## src/rtl/uart_rx_framer_pkg.sv

```systemverilog
// Shared UART receive definitions: state encoding, oversampling constants
// and the baud tick divisor calculation (also used by the TX side).
package uart_rx_framer_pkg;

    localparam int OVERSAMPLE = 16;
    localparam int HALF_BIT   = 8;

    typedef enum logic [2:0] {
        ST_WAIT_IDLE = 3'd0,
        ST_IDLE      = 3'd1,
        ST_START     = 3'd2,
        ST_DATA      = 3'd3,
        ST_STOP      = 3'd4
    } rx_state_t;

    // Rounded-to-nearest divisor from system clock to the oversample tick, never below 1.
    function automatic int tick_div_calc(input int clk_hz, input int baud);
        longint den;
        longint q;
        den = longint'(baud) * longint'(OVERSAMPLE);
        q   = (longint'(clk_hz) + den / 2) / den;
        return (q < 1) ? 1 : int'(q);
    endfunction

endpackage

```

## src/rtl/uart_rx_framer_if.sv

```systemverilog
// Serial pin, byte hand-off and status signals between the RX framer and its consumer.
interface uart_rx_framer_if;

    logic       UartRxWire;
    logic       ClearErr;
    logic       RxReady;
    logic [7:0] RxData;
    logic       RxValid;
    logic       FrameErr;
    logic       Overrun;
    logic       Busy;

    modport master (
        input  UartRxWire, ClearErr, RxReady,
        output RxData, RxValid, FrameErr, Overrun, Busy
    );

    modport slave (
        output UartRxWire, ClearErr, RxReady,
        input  RxData, RxValid, FrameErr, Overrun, Busy
    );

endinterface

```

## src/rtl/uart_rx_framer_baud_tick.sv

```systemverilog
// Free-running down-counter producing a one-cycle oversample tick every TICK_DIV clocks.
module uart_baud_tick #(
    parameter int TICK_DIV = 27
) (
    input  logic clk_sys,
    input  logic rst_b,
    output logic tick
);

    localparam int CW = (TICK_DIV > 1) ? $clog2(TICK_DIV) : 1;
    localparam logic [CW-1:0] RELOAD = CW'(TICK_DIV - 1);

    logic [CW-1:0] cnt;

    always_ff @(posedge clk_sys) begin
        if (!rst_b) begin
            cnt <= '0;
        end else if (cnt == '0) begin
            cnt <= RELOAD;
        end else begin
            cnt <= cnt - CW'(1);
        end
    end

    assign tick = (cnt == '0);

endmodule

```

## src/rtl/uart_rx_framer.sv

```systemverilog
// 8N1 UART receiver: two-flop sync, 16x oversampled framing, single-entry output buffer.
//
// state        | meaning
// WAIT_IDLE    | waiting for 16 consecutive idle-high ticks before trusting a start edge
// IDLE         | line idle, watching for a synced 1->0 transition
// START        | half a bit into the start bit, confirming it is still low
// DATA         | sampling 8 data bits LSB first at bit centres
// STOP         | sampling the stop bit, delivering or flagging the byte
module uart_rx_framer
    import uart_rx_framer_pkg::*;
#(
    parameter int CLK_HZ = 50000000,
    parameter int BAUD   = 115200
) (
    input  logic             Clk,
    input  logic             ResetN,
    uart_rx_framer_if.master bus
);

    localparam int TICK_DIV = tick_div_calc(CLK_HZ, BAUD);
    localparam logic [3:0] PH_FULL = 4'(OVERSAMPLE - 1);
    localparam logic [3:0] PH_HALF = 4'(HALF_BIT - 1);

    rx_state_t  state, state_nxt;
    logic       tick;
    logic       sync1, sync2, rx_prev;
    logic [3:0] ph_cnt;
    logic [2:0] bit_cnt;
    logic [7:0] shreg;
    logic [7:0] data_q;
    logic       valid_q, ferr_q, ovr_q;
    logic       ph_zero, fall_det, sample;
    logic       start_ok, shift_en, stop_ok, stop_bad, busy;

    uart_baud_tick #(.TICK_DIV(TICK_DIV)) u_tick (
        .clk_sys (Clk),
        .rst_b   (ResetN),
        .tick    (tick)
    );

    always_ff @(posedge Clk) begin
        if (!ResetN) begin
            sync1   <= 1'b1;
            sync2   <= 1'b1;
            rx_prev <= 1'b1;
        end else begin
            sync1   <= bus.UartRxWire;
            sync2   <= sync1;
            rx_prev <= sync2;
        end
    end

    assign ph_zero  = (ph_cnt == 4'd0);
    assign fall_det = rx_prev & ~sync2;
    assign sample   = tick & ph_zero;

    always_ff @(posedge Clk) begin
        if (!ResetN) state <= ST_WAIT_IDLE;
        else         state <= state_nxt;
    end

    always_comb begin
        state_nxt = state;
        case (state)
            ST_WAIT_IDLE: if (sample && sync2)               state_nxt = ST_IDLE;
            ST_IDLE:      if (fall_det)                      state_nxt = ST_START;
            ST_START:     if (sample)                        state_nxt = sync2 ? ST_IDLE : ST_DATA;
            ST_DATA:      if (sample && bit_cnt == 3'd0)     state_nxt = ST_STOP;
            ST_STOP:      if (sample)                        state_nxt = sync2 ? ST_IDLE : ST_WAIT_IDLE;
            default:                                         state_nxt = ST_WAIT_IDLE;
        endcase
    end

    always_comb begin
        busy     = (state != ST_IDLE);
        start_ok = 1'b0;
        shift_en = 1'b0;
        stop_ok  = 1'b0;
        stop_bad = 1'b0;
        case (state)
            ST_START: start_ok = sample & ~sync2;
            ST_DATA:  shift_en = sample;
            ST_STOP: begin
                stop_ok  = sample & sync2;
                stop_bad = sample & ~sync2;
            end
            default: ;
        endcase
    end

    // Phase counter: preloaded to a half bit while idle so the start bit is checked at its centre.
    always_ff @(posedge Clk) begin
        if (!ResetN) begin
            ph_cnt  <= PH_FULL;
            bit_cnt <= 3'd0;
            shreg   <= 8'h00;
        end else begin
            case (state)
                ST_IDLE: ph_cnt <= PH_HALF;
                ST_WAIT_IDLE: begin
                    if (tick) begin
                        if (!sync2)        ph_cnt <= PH_FULL;
                        else if (!ph_zero) ph_cnt <= ph_cnt - 4'd1;
                    end
                end
                default: if (tick) ph_cnt <= ph_zero ? PH_FULL : ph_cnt - 4'd1;
            endcase
            if (start_ok)      bit_cnt <= 3'd7;
            else if (shift_en) bit_cnt <= bit_cnt - 3'd1;
            if (shift_en)      shreg <= {sync2, shreg[7:1]};
        end
    end

    // A hand-off on the same edge as a new byte frees the buffer, so that is a load, not an overrun.
    always_ff @(posedge Clk) begin
        if (!ResetN) begin
            data_q  <= 8'h00;
            valid_q <= 1'b0;
            ferr_q  <= 1'b0;
            ovr_q   <= 1'b0;
        end else begin
            ferr_q <= stop_bad;
            if (stop_ok && (!valid_q || bus.RxReady)) begin
                data_q  <= shreg;
                valid_q <= 1'b1;
            end else if (valid_q && bus.RxReady) begin
                valid_q <= 1'b0;
            end
            if (stop_ok && valid_q && !bus.RxReady) ovr_q <= 1'b1;
            else if (bus.ClearErr)                  ovr_q <= 1'b0;
        end
    end

    assign bus.RxData   = data_q;
    assign bus.RxValid  = valid_q;
    assign bus.FrameErr = ferr_q;
    assign bus.Overrun  = ovr_q;
    assign bus.Busy     = busy;

endmodule

```

## src/flat_wrapper.sv

```systemverilog
// flat-port wrapper written by rule: the top's interface ports become plain ports
module uart_rx_framer_flat import uart_rx_framer_pkg::*;
#(
    parameter int CLK_HZ = 50000000,
    parameter int BAUD   = 115200
)
  (Clk, ResetN, bus_UartRxWire, bus_ClearErr, bus_RxReady, bus_RxData, bus_RxValid, bus_FrameErr, bus_Overrun, bus_Busy);
  uart_rx_framer_if bus_i ();
  input  logic Clk;
  input  logic ResetN;
  input wire logic [$bits(bus_i.UartRxWire)-1:0] bus_UartRxWire;
  input wire logic [$bits(bus_i.ClearErr)-1:0] bus_ClearErr;
  input wire logic [$bits(bus_i.RxReady)-1:0] bus_RxReady;
  output wire logic [$bits(bus_i.RxData)-1:0] bus_RxData;
  output wire logic [$bits(bus_i.RxValid)-1:0] bus_RxValid;
  output wire logic [$bits(bus_i.FrameErr)-1:0] bus_FrameErr;
  output wire logic [$bits(bus_i.Overrun)-1:0] bus_Overrun;
  output wire logic [$bits(bus_i.Busy)-1:0] bus_Busy;
  assign bus_i.UartRxWire = bus_UartRxWire;
  assign bus_i.ClearErr = bus_ClearErr;
  assign bus_i.RxReady = bus_RxReady;
  assign bus_RxData = bus_i.RxData;
  assign bus_RxValid = bus_i.RxValid;
  assign bus_FrameErr = bus_i.FrameErr;
  assign bus_Overrun = bus_i.Overrun;
  assign bus_Busy = bus_i.Busy;
  uart_rx_framer #(.CLK_HZ(CLK_HZ), .BAUD(BAUD)) u_core (.Clk(Clk), .ResetN(ResetN), .bus(bus_i));
endmodule
```

## config.mk

```make
export PLATFORM = sky130hd
export DESIGN_NAME = uart_rx_framer_flat
export DESIGN_NICKNAME = d
export VERILOG_FILES = /design/src/rtl/uart_rx_framer_pkg.sv /design/src/rtl/uart_rx_framer_if.sv /design/src/rtl/uart_rx_framer_baud_tick.sv /design/src/rtl/uart_rx_framer.sv /design/src/flat_wrapper.sv
export SDC_FILE = /design/constraint.sdc
export NUM_CORES = 1
export LEC_CHECK = 0
export BUFFER_PORTS_ARGS = -buffer_cell sky130_fd_sc_hd__buf_2
export CELL_PAD_IN_SITES_DETAIL_PLACEMENT = 1
export CELL_PAD_IN_SITES_GLOBAL_PLACEMENT = 1
export CORE_UTILIZATION = 46
export DETAILED_ROUTE_END_ITERATION = 16
export GPL_ROUTABILITY_DRIVEN = 0
export PLACE_DENSITY = 0.93
export SLEW_MARGIN = 5
export SYNTH_ARGS = -nofsm -noshare
export SYNTH_HDL_FRONTEND = slang
export SYNTH_HIERARCHICAL = 1
export SYNTH_SLANG_ARGS = --single-unit
```

## constraint.sdc

```tcl
create_clock -name Clk -period 3.3 [get_ports Clk]
set_input_delay 0 -clock Clk [delete_from_list [all_inputs] [get_ports Clk]]
set_output_delay 0 -clock Clk [all_outputs]
set_load 0.02 [all_outputs]
```

==> results_dict.tcl, run 1 <==
set metrics [dict create \
    endpoint_kind "flip-flop" \
    dr.max_layer_used "met4" \
    ir_drop_mv 0.2078 \
    synthDominantCellAreaShare_pct 44.81 \
    ys.flop_type "dfxtp_1" \
    track_usage_pct 23.48 \
    die-area_sq_mm 0.003837 \
    vias_per_cell 5.435 \
    synth-async-reset-ratio_pct 0 \
    n_antenna_cell 0 \
    finalCritPeriodShare_pct 78.09 \
    synthTopCellsByArea "dfxtp_1 (45%), o21ai_0 (7.3%), a21oi_1 (5.1%), nand2_1 (4.5%), inv_1 (3.4%)" \
    portBuffers 16 \
    path_class "flip-flop to flip-flop" \
    finalPower_w 0.001034 \
    total_leakage_power_nw 0.7364 \
    die_x_um 61.94 \
    yosysMostFrequentCell "dfxtp_1" \
    setup_viol 0 \
    clock_sinks 37 \
    std_cell_rows 21 \
    drive_gt1_share_pct 14.95 \
    synth_seq_cells 37 \
    core_area_sq_mm 0.003390 \
    final_hold_viol_count 0 \
    skew_ps 14.07 \
    drt-initial-drc-count 36 \
    clockBufferDepth 2 \
    grt_pass1_wl_um 6396 \
    hold_class "input pin to flip-flop" \
    synth_top_cell_by_area "dfxtp_1" \
    synthDistinctLibCells 41 \
    finalWirelength_um 3994 \
    path_max_fanout 16 \
    drtPass1Iterations 4 \
    p_sw_w 0.0003018 \
    htreeDepth 2 \
    wire_per_inst_um 15.36 \
    synthCells 197 \
    grt_pass1_vias 1384 \
    worstPathArrival_ps 2810 \
    grt_overflow 0 \
    drv_cap 0 \
    antenna_found_initial 0 \
    synth-edff-count 0 \
    wl_met3_um 112 \
    power_frac_seq_pct 50.0 \
    swShare_pct 29.20 \
    numCtsBuffers 5 \
    cts_tree "built" \
    clkPwrFrac_pct 31.5 \
    power_density_mw_per_mm2 557.0 \
    drtAntennaViolNets 0 \
    dpl.hpwl_um 2745 \
    required_ps 3530 \
    met1_length_um 1884 \
    die-height_um 61.94 \
    routed-wl-met2_um 1945 \
    intPower_w 0.0007318 \
    drv_slew 0 \
    comb_power_share_pct 18.5 \
    clk-insertion-delay-late_ps 350 \
    worstMarginPinSlew_ps 598.3 \
    synth_area_sq_mm 0.001653 \
    syn_nets 206 \
    relSlewSlack_pct 60.00 \
    io_pins 17 \
    cts_root_buffer "clkbuf_4" \
    rsz0062_at_grt "no" \
    grt_max_degree 30 \
    status "finished clean" \
    ys_top_cells_by_count "dfxtp_1 (37), o21ai_0 (24), nand2_1 (20), a21oi_1 (17), inv_1 (15)" \
    fmax_mhz 388.0 \
    initial_core_util_pct 48.76 \
    synth.avg_cell_area_sq_um 8.390 \
    yosys_warnings 6 \
    start_kind "flip-flop" \
    syn2layout_area_growth_pct 12.26 \
    path_clk_slew_ps 130 \
    ys_seq_area_share_pct 44.81 \
    fin_crit_ps 2577 \
    num_vias 1413 \
    cts_resized 0 \
    setup_tns_ps 0 \
    nets 222 \
    drc 0 \
]
-- what timing repair did --
| action | 4_1_cts | 5_1_grt |
|---|---|---|
| setup buffers | 0 | 0 |
| hold buffers | 2 | 0 |
| hold endpoints to repair | 2 | 0 |
-- power groups by stage --
| stage | sequential, W | clock, W | combinational, W |
|---|---|---|---|
| after floorplan | 0.000515 | 0 | 0.000152 |
| after global placement | 0.000523 | 0 | 0.000179 |
| after detailed placement | 0.000526 | 0 | 0.000189 |
| after CTS | 0.000516 | 0.000333 | 0.000192 |
| after global routing | 0.000521 | 0.000346 | 0.000217 |
| final | 0.000516 | 0.000326 | 0.000191 |
-- worst max-delay path, cell delays in order, from the launching register on --
cell and delay (ps):
dfxtp_1 350, inv_1 60, ha_1 180, or4b_4 490
inv_1 180, and4bb_2 310, nand4_1 500, nand3_1 280
o21ai_0 110
-- path summary, 6_finish.rpt --
path / cells after the start / end / start / slack (ps)
hold / removal: 3 / u_core/bus.RxValid / bus_RxReady / 60
hold reg to reg: 1 / u_core/sync2 / u_core/sync1 / 420
setup reg to reg: 8 / u_core/bus.RxData[4] / u_core/u_tick/cnt[0] / 720
setup / recovery: 8 / u_core/bus.RxData[4] / u_core/u_tick/cnt[0] / 720
-- area by class of cell --
type | count | area [sq um]
inverter | 15 | 56.30
tap | 46 | 57.56
sequential | 37 | 740.7
clock inverter | 3 | 43.79
clock buffer | 5 | 37.54
multi-input combinational | 135 | 812.0
fill | 414 | 1534
timing repair buffer | 19 | 107.6
-- metrics by stage --
stage               worst slack, ps  utilization [%]  std cells  hold slack, ps  area (sq um)
detailed placement            765.2            51.75        250           193.0          1754
global route                  578.1            54.74        260           89.26          1856
global placement              945.3            51.75        250           182.2          1754
floorplan                      1249                -        197           73.04          1653
CTS                           740.1            54.74        260           41.30          1856
finish                        722.9            54.74        260           57.78          1856
-- metal layers --
metal | vias to the layer above | GRT usage [%]
met3 | 5 | 6.418
met5 | - | 0
met2 | 16 | 40.88
met1 | 672 | 27.45
li1 | 720 | -
met4 | 0 | 8.571
-- state kept, by name (all words and copies together) (netlist names), 3 cells and up --
signal,cells
u_core/bit_cnt,3
u_core/bus.RxData,8
u_core/shreg,8
u_core/u_tick/cnt,5
u_core/state,3
u_core/ph_cnt,4
-- logic make-up after synthesis --
| logic type | after synthesis | synth area share (%) |
|---|---|---|
| simple gates | 72 | 24.45 |
| xor+xnor | 3 | 1.590 |
| buf+inv | 25 | 6.056 |
| compound gates | 56 | 20.06 |
| fa+ha+maj | 4 | 3.028 |
| flops | 37 | 44.81 |
-- cell usage in the layout (no fill, tap or decap), types with 2 or more instances in the layout --
| cell type | count |
|---|---|
| a21boi_1 | 2 |
| a21oi_1 | 17 |
| and4_1 | 3 |
| buf_2 | 16 |
| clkbuf_4 | 5 |
| dfxtp_1 | 37 |
| dlygate4sd3_1 | 2 |
| ha_1 | 4 |
| inv_1 | 15 |
| nand2_1 | 20 |
| nand2b_1 | 6 |
| nand3_1 | 11 |
| nand3b_1 | 2 |
| nor2_1 | 13 |
| nor3_1 | 3 |
| o21ai_0 | 24 |
| o21bai_1 | 2 |
| or2_1 | 2 |
| xnor2_1 | 3 |
Note: power is estimated with default switching activity, not from simulation.
==> inputs of run 2 (changes only) <==
--- a/config.mk
+++ b/config.mk
@@ -5,13 +5,14 @@
 export SDC_FILE = /design/constraint.sdc
 export NUM_CORES = 1
 export LEC_CHECK = 0
+export ABC_AREA = 1
 export BUFFER_PORTS_ARGS = -buffer_cell sky130_fd_sc_hd__buf_2
 export CELL_PAD_IN_SITES_DETAIL_PLACEMENT = 1
 export CELL_PAD_IN_SITES_GLOBAL_PLACEMENT = 1
-export CORE_UTILIZATION = 46
+export CORE_UTILIZATION = 38
 export DETAILED_ROUTE_END_ITERATION = 16
 export GPL_ROUTABILITY_DRIVEN = 0
-export PLACE_DENSITY = 0.93
+export PLACE_DENSITY = 0.85
 export SLEW_MARGIN = 5
 export SYNTH_ARGS = -nofsm -noshare
 export SYNTH_HDL_FRONTEND = slang
==> constraint.sdc (replaced) <==
create_clock -name Clk -period 2.35 [get_ports Clk]
set_input_delay 0 -clock Clk [delete_from_list [all_inputs] [get_ports Clk]]
set_output_delay 0 -clock Clk [all_outputs]
set_load 0.02 [all_outputs]
==> run 2 against run 1 <==
Clock skew shrank 6.1 ps. Fmax is 25% higher. Register-to-register slack worse by 440 ps. Count of clock-buffer cells in the layout grew 1. Critical endpoint is now u_core/bus.Overrun. Highest routed layer unchanged.
==> results_dict.tcl, run 2 <==
set metrics [dict create \
    die-area_sq_mm 0.004692 \
    power_density_mw_per_mm2 1007 \
    synth-async-reset-ratio_pct 0 \
    whs_ps 82.57 \
    num_vias 1448 \
    hold_class "input pin to flip-flop" \
    vias_per_cell 4.811 \
    synth_seq_cells 37 \
    cts_tree "built" \
    drive_gt1_share_pct 17.13 \
    syn2layout_area_growth_pct 16.31 \
    synth-edff-count 0 \
    grt_pass1_wl_um 5706 \
    yosysMostFrequentCell "nor2_1" \
    synthTopCellsByArea "dfxtp_1 (44%), nor2_1 (10%), nand2_1 (8.9%), inv_1 (6.7%), o21ai_1 (3.6%)" \
    drt-initial-drc-count 47 \
    dpl.hpwl_um 2692 \
    ys.flop_type "dfxtp_1" \
    path_max_fanout 4 \
    drtPass1Iterations 4 \
    cts_setup_buffers 0 \
    drc 0 \
    grt_overflow 0 \
    path_clk_slew_ps 70 \
    die_x_um 68.50 \
    ir_drop_mv 0.4758 \
    clock_sinks 37 \
    synthCells 227 \
    cts_root_buffer "clkbuf_8" \
    min-delay-start "bus_RxReady" \
    r2r_slack_ps 290 \
    drv_cap 0 \
    total_leakage_power_nw 0.9802 \
    required_ps 2580 \
    io_pins 17 \
    setup_viol 0 \
    synth_area_sq_mm 0.001680 \
    cts_resized 0 \
    reg2reg_to "u_core/bus.Overrun" \
    grt_max_degree 29 \
    holdPathEnd "u_core/bus.RxValid" \
    antenna_found_initial 0 \
    clk-insertion-delay-late_ps 290 \
    syn_nets 236 \
    setup_tns_ps 0 \
    clockBufferDepth 2 \
    track_usage_pct 16.74 \
    worstPathArrival_ps 2290 \
    final_hold_viol_count 0 \
    endpoint_kind "flip-flop" \
    htreeDepth 2 \
    finalCritPeriodShare_pct 87.80 \
    numCtsBuffers 5 \
    fin_crit_ps 2063 \
    drtAntennaViolNets 0 \
    nets 259 \
    relSlewSlack_pct 71.34 \
    finalWirelength_um 3567 \
    ff2ff_path_depth 9 \
    rsz0062_at_grt "no" \
    std_cell_rows 23 \
    synth_top_cell_by_area "dfxtp_1" \
    die-height_um 68.50 \
    start_kind "flip-flop" \
    hold_depth 4 \
    post-route-util_pct 47.49 \
    synthDominantCellAreaShare_pct 44.08 \
    grt_pass1_vias 1322 \
    synth.avg_cell_area_sq_um 7.402 \
    n_antenna_cell 0 \
    cts-hold-fix-buffers 3 \
    layout_common_cells "nor2_1 (46), nand2_1 (40), dfxtp_1 (37)" \
    portBuffers 16 \
    wire_per_inst_um 11.85 \
    core_area_sq_mm 0.004115 \
    ys_seq_area_share_pct 44.08 \
    path_class "flip-flop to flip-flop" \
    reg2reg_from "u_core/u_tick/cnt[0]" \
    nFillCells 549 \
    mostFrequentLayoutCell "nor2_1" \
    fmax_mhz 484.7 \
    synthDistinctLibCells 28 \
    status "finished clean" \
    skew_ps 7.985 \
    drv_slew 0 \
    initial_core_util_pct 40.83 \
    ys_top_cells_by_count "nor2_1 (46), nand2_1 (40), dfxtp_1 (37), inv_1 (30), o21ai_1 (12)" \
    worstMarginPinSlew_ps 430.0 \
    yosys_warnings 6 \
]
==> run 2: layer usage <==
| layer | part of all wire [%] | GRT usage [%] | up-vias |
|---|---|---|---|
| li1 | - | - | 760 |
| met1 | 50 | 20.67 | 669 |
| met2 | 46 | 26.72 | 15 |
| met3 | 2.6 | 5.428 | 4 |
| met4 | 0.95 | 6.771 | 0 |
| met5 | 0 | 0 | - |
==> run 2: kinds of logic after synthesis <==
group / Yosys count / synth area share (%)
xor+xnor: 3 / 1.564
flops: 37 / 44.08
buf+inv: 35 / 8.563
fa+ha+maj: 4 / 2.979
simple gates: 114 / 31.79
compound gates: 34 / 11.02
==> run 2: critical path, stage by stage (launching register included) <==
cell,delay [ps]
dfxtp_1,310
inv_1,80
ha_1,210
nand3_2,120
inv_1,160
nand4_1,160
nor2_2,220
nand2_1,80
a21oi_1,120
dlygate4sd3_1,550
==> run 2: layout make-up <==
| cell class | count | area [sq um] | share of cell area, % |
|---|---|---|---|
| Timing Repair Buffer | 19 | 110.1 | 5.634 |
| Multi-Input combinational cell | 155 | 795.8 | 40.72 |
| Clock inverter | 2 | 37.54 | 1.921 |
| Sequential cell | 37 | 740.7 | 37.90 |
| Clock buffer | 6 | 82.58 | 4.225 |
| Tap cell | 50 | 62.56 | 3.201 |
| Inverter | 32 | 125.1 | 6.402 |
==> run 2: power by group <==
part           leakage (nW)  switching, W  internal (W)
clock                0.0574      0.000225      0.000345
sequential            0.302     0.0000757      0.000707
combinational         0.621      0.000395      0.000221
total                 0.980      0.000695       0.00127
==> run 2: worst max path at each step <==
stage / startpoint / to / slack (ps)
6_report: u_core/u_tick/cnt[0] / u_core/bus.Overrun / 290
2_1_floorplan: u_core/u_tick/cnt[0] / u_core/bus.RxData[2] / 850
4_1_cts: u_core/u_tick/cnt[0] / u_core/bus.Overrun / 270
5_1_grt: u_core/u_tick/cnt[0] / u_core/bus.Overrun / 110
3_5_place_dp: u_core/u_tick/cnt[0] / u_core/bus.RxData[2] / 600
3_3_place_gp: u_core/u_tick/cnt[0] / u_core/bus.RxData[2] / 680
==> run 2: stage by stage <==
stage                     cells  power, W  area, sq um  setup slack [ps]
final                       301  0.001968         1954             286.8
after global routing        301  0.002115         1954             112.5
after CTS                   301  0.001991         1954             274.9
after detailed placement    290  0.001408         1804             603.7
after global placement      290  0.001387         1804             683.7
after floorplan             227  0.001276         1680             847.3
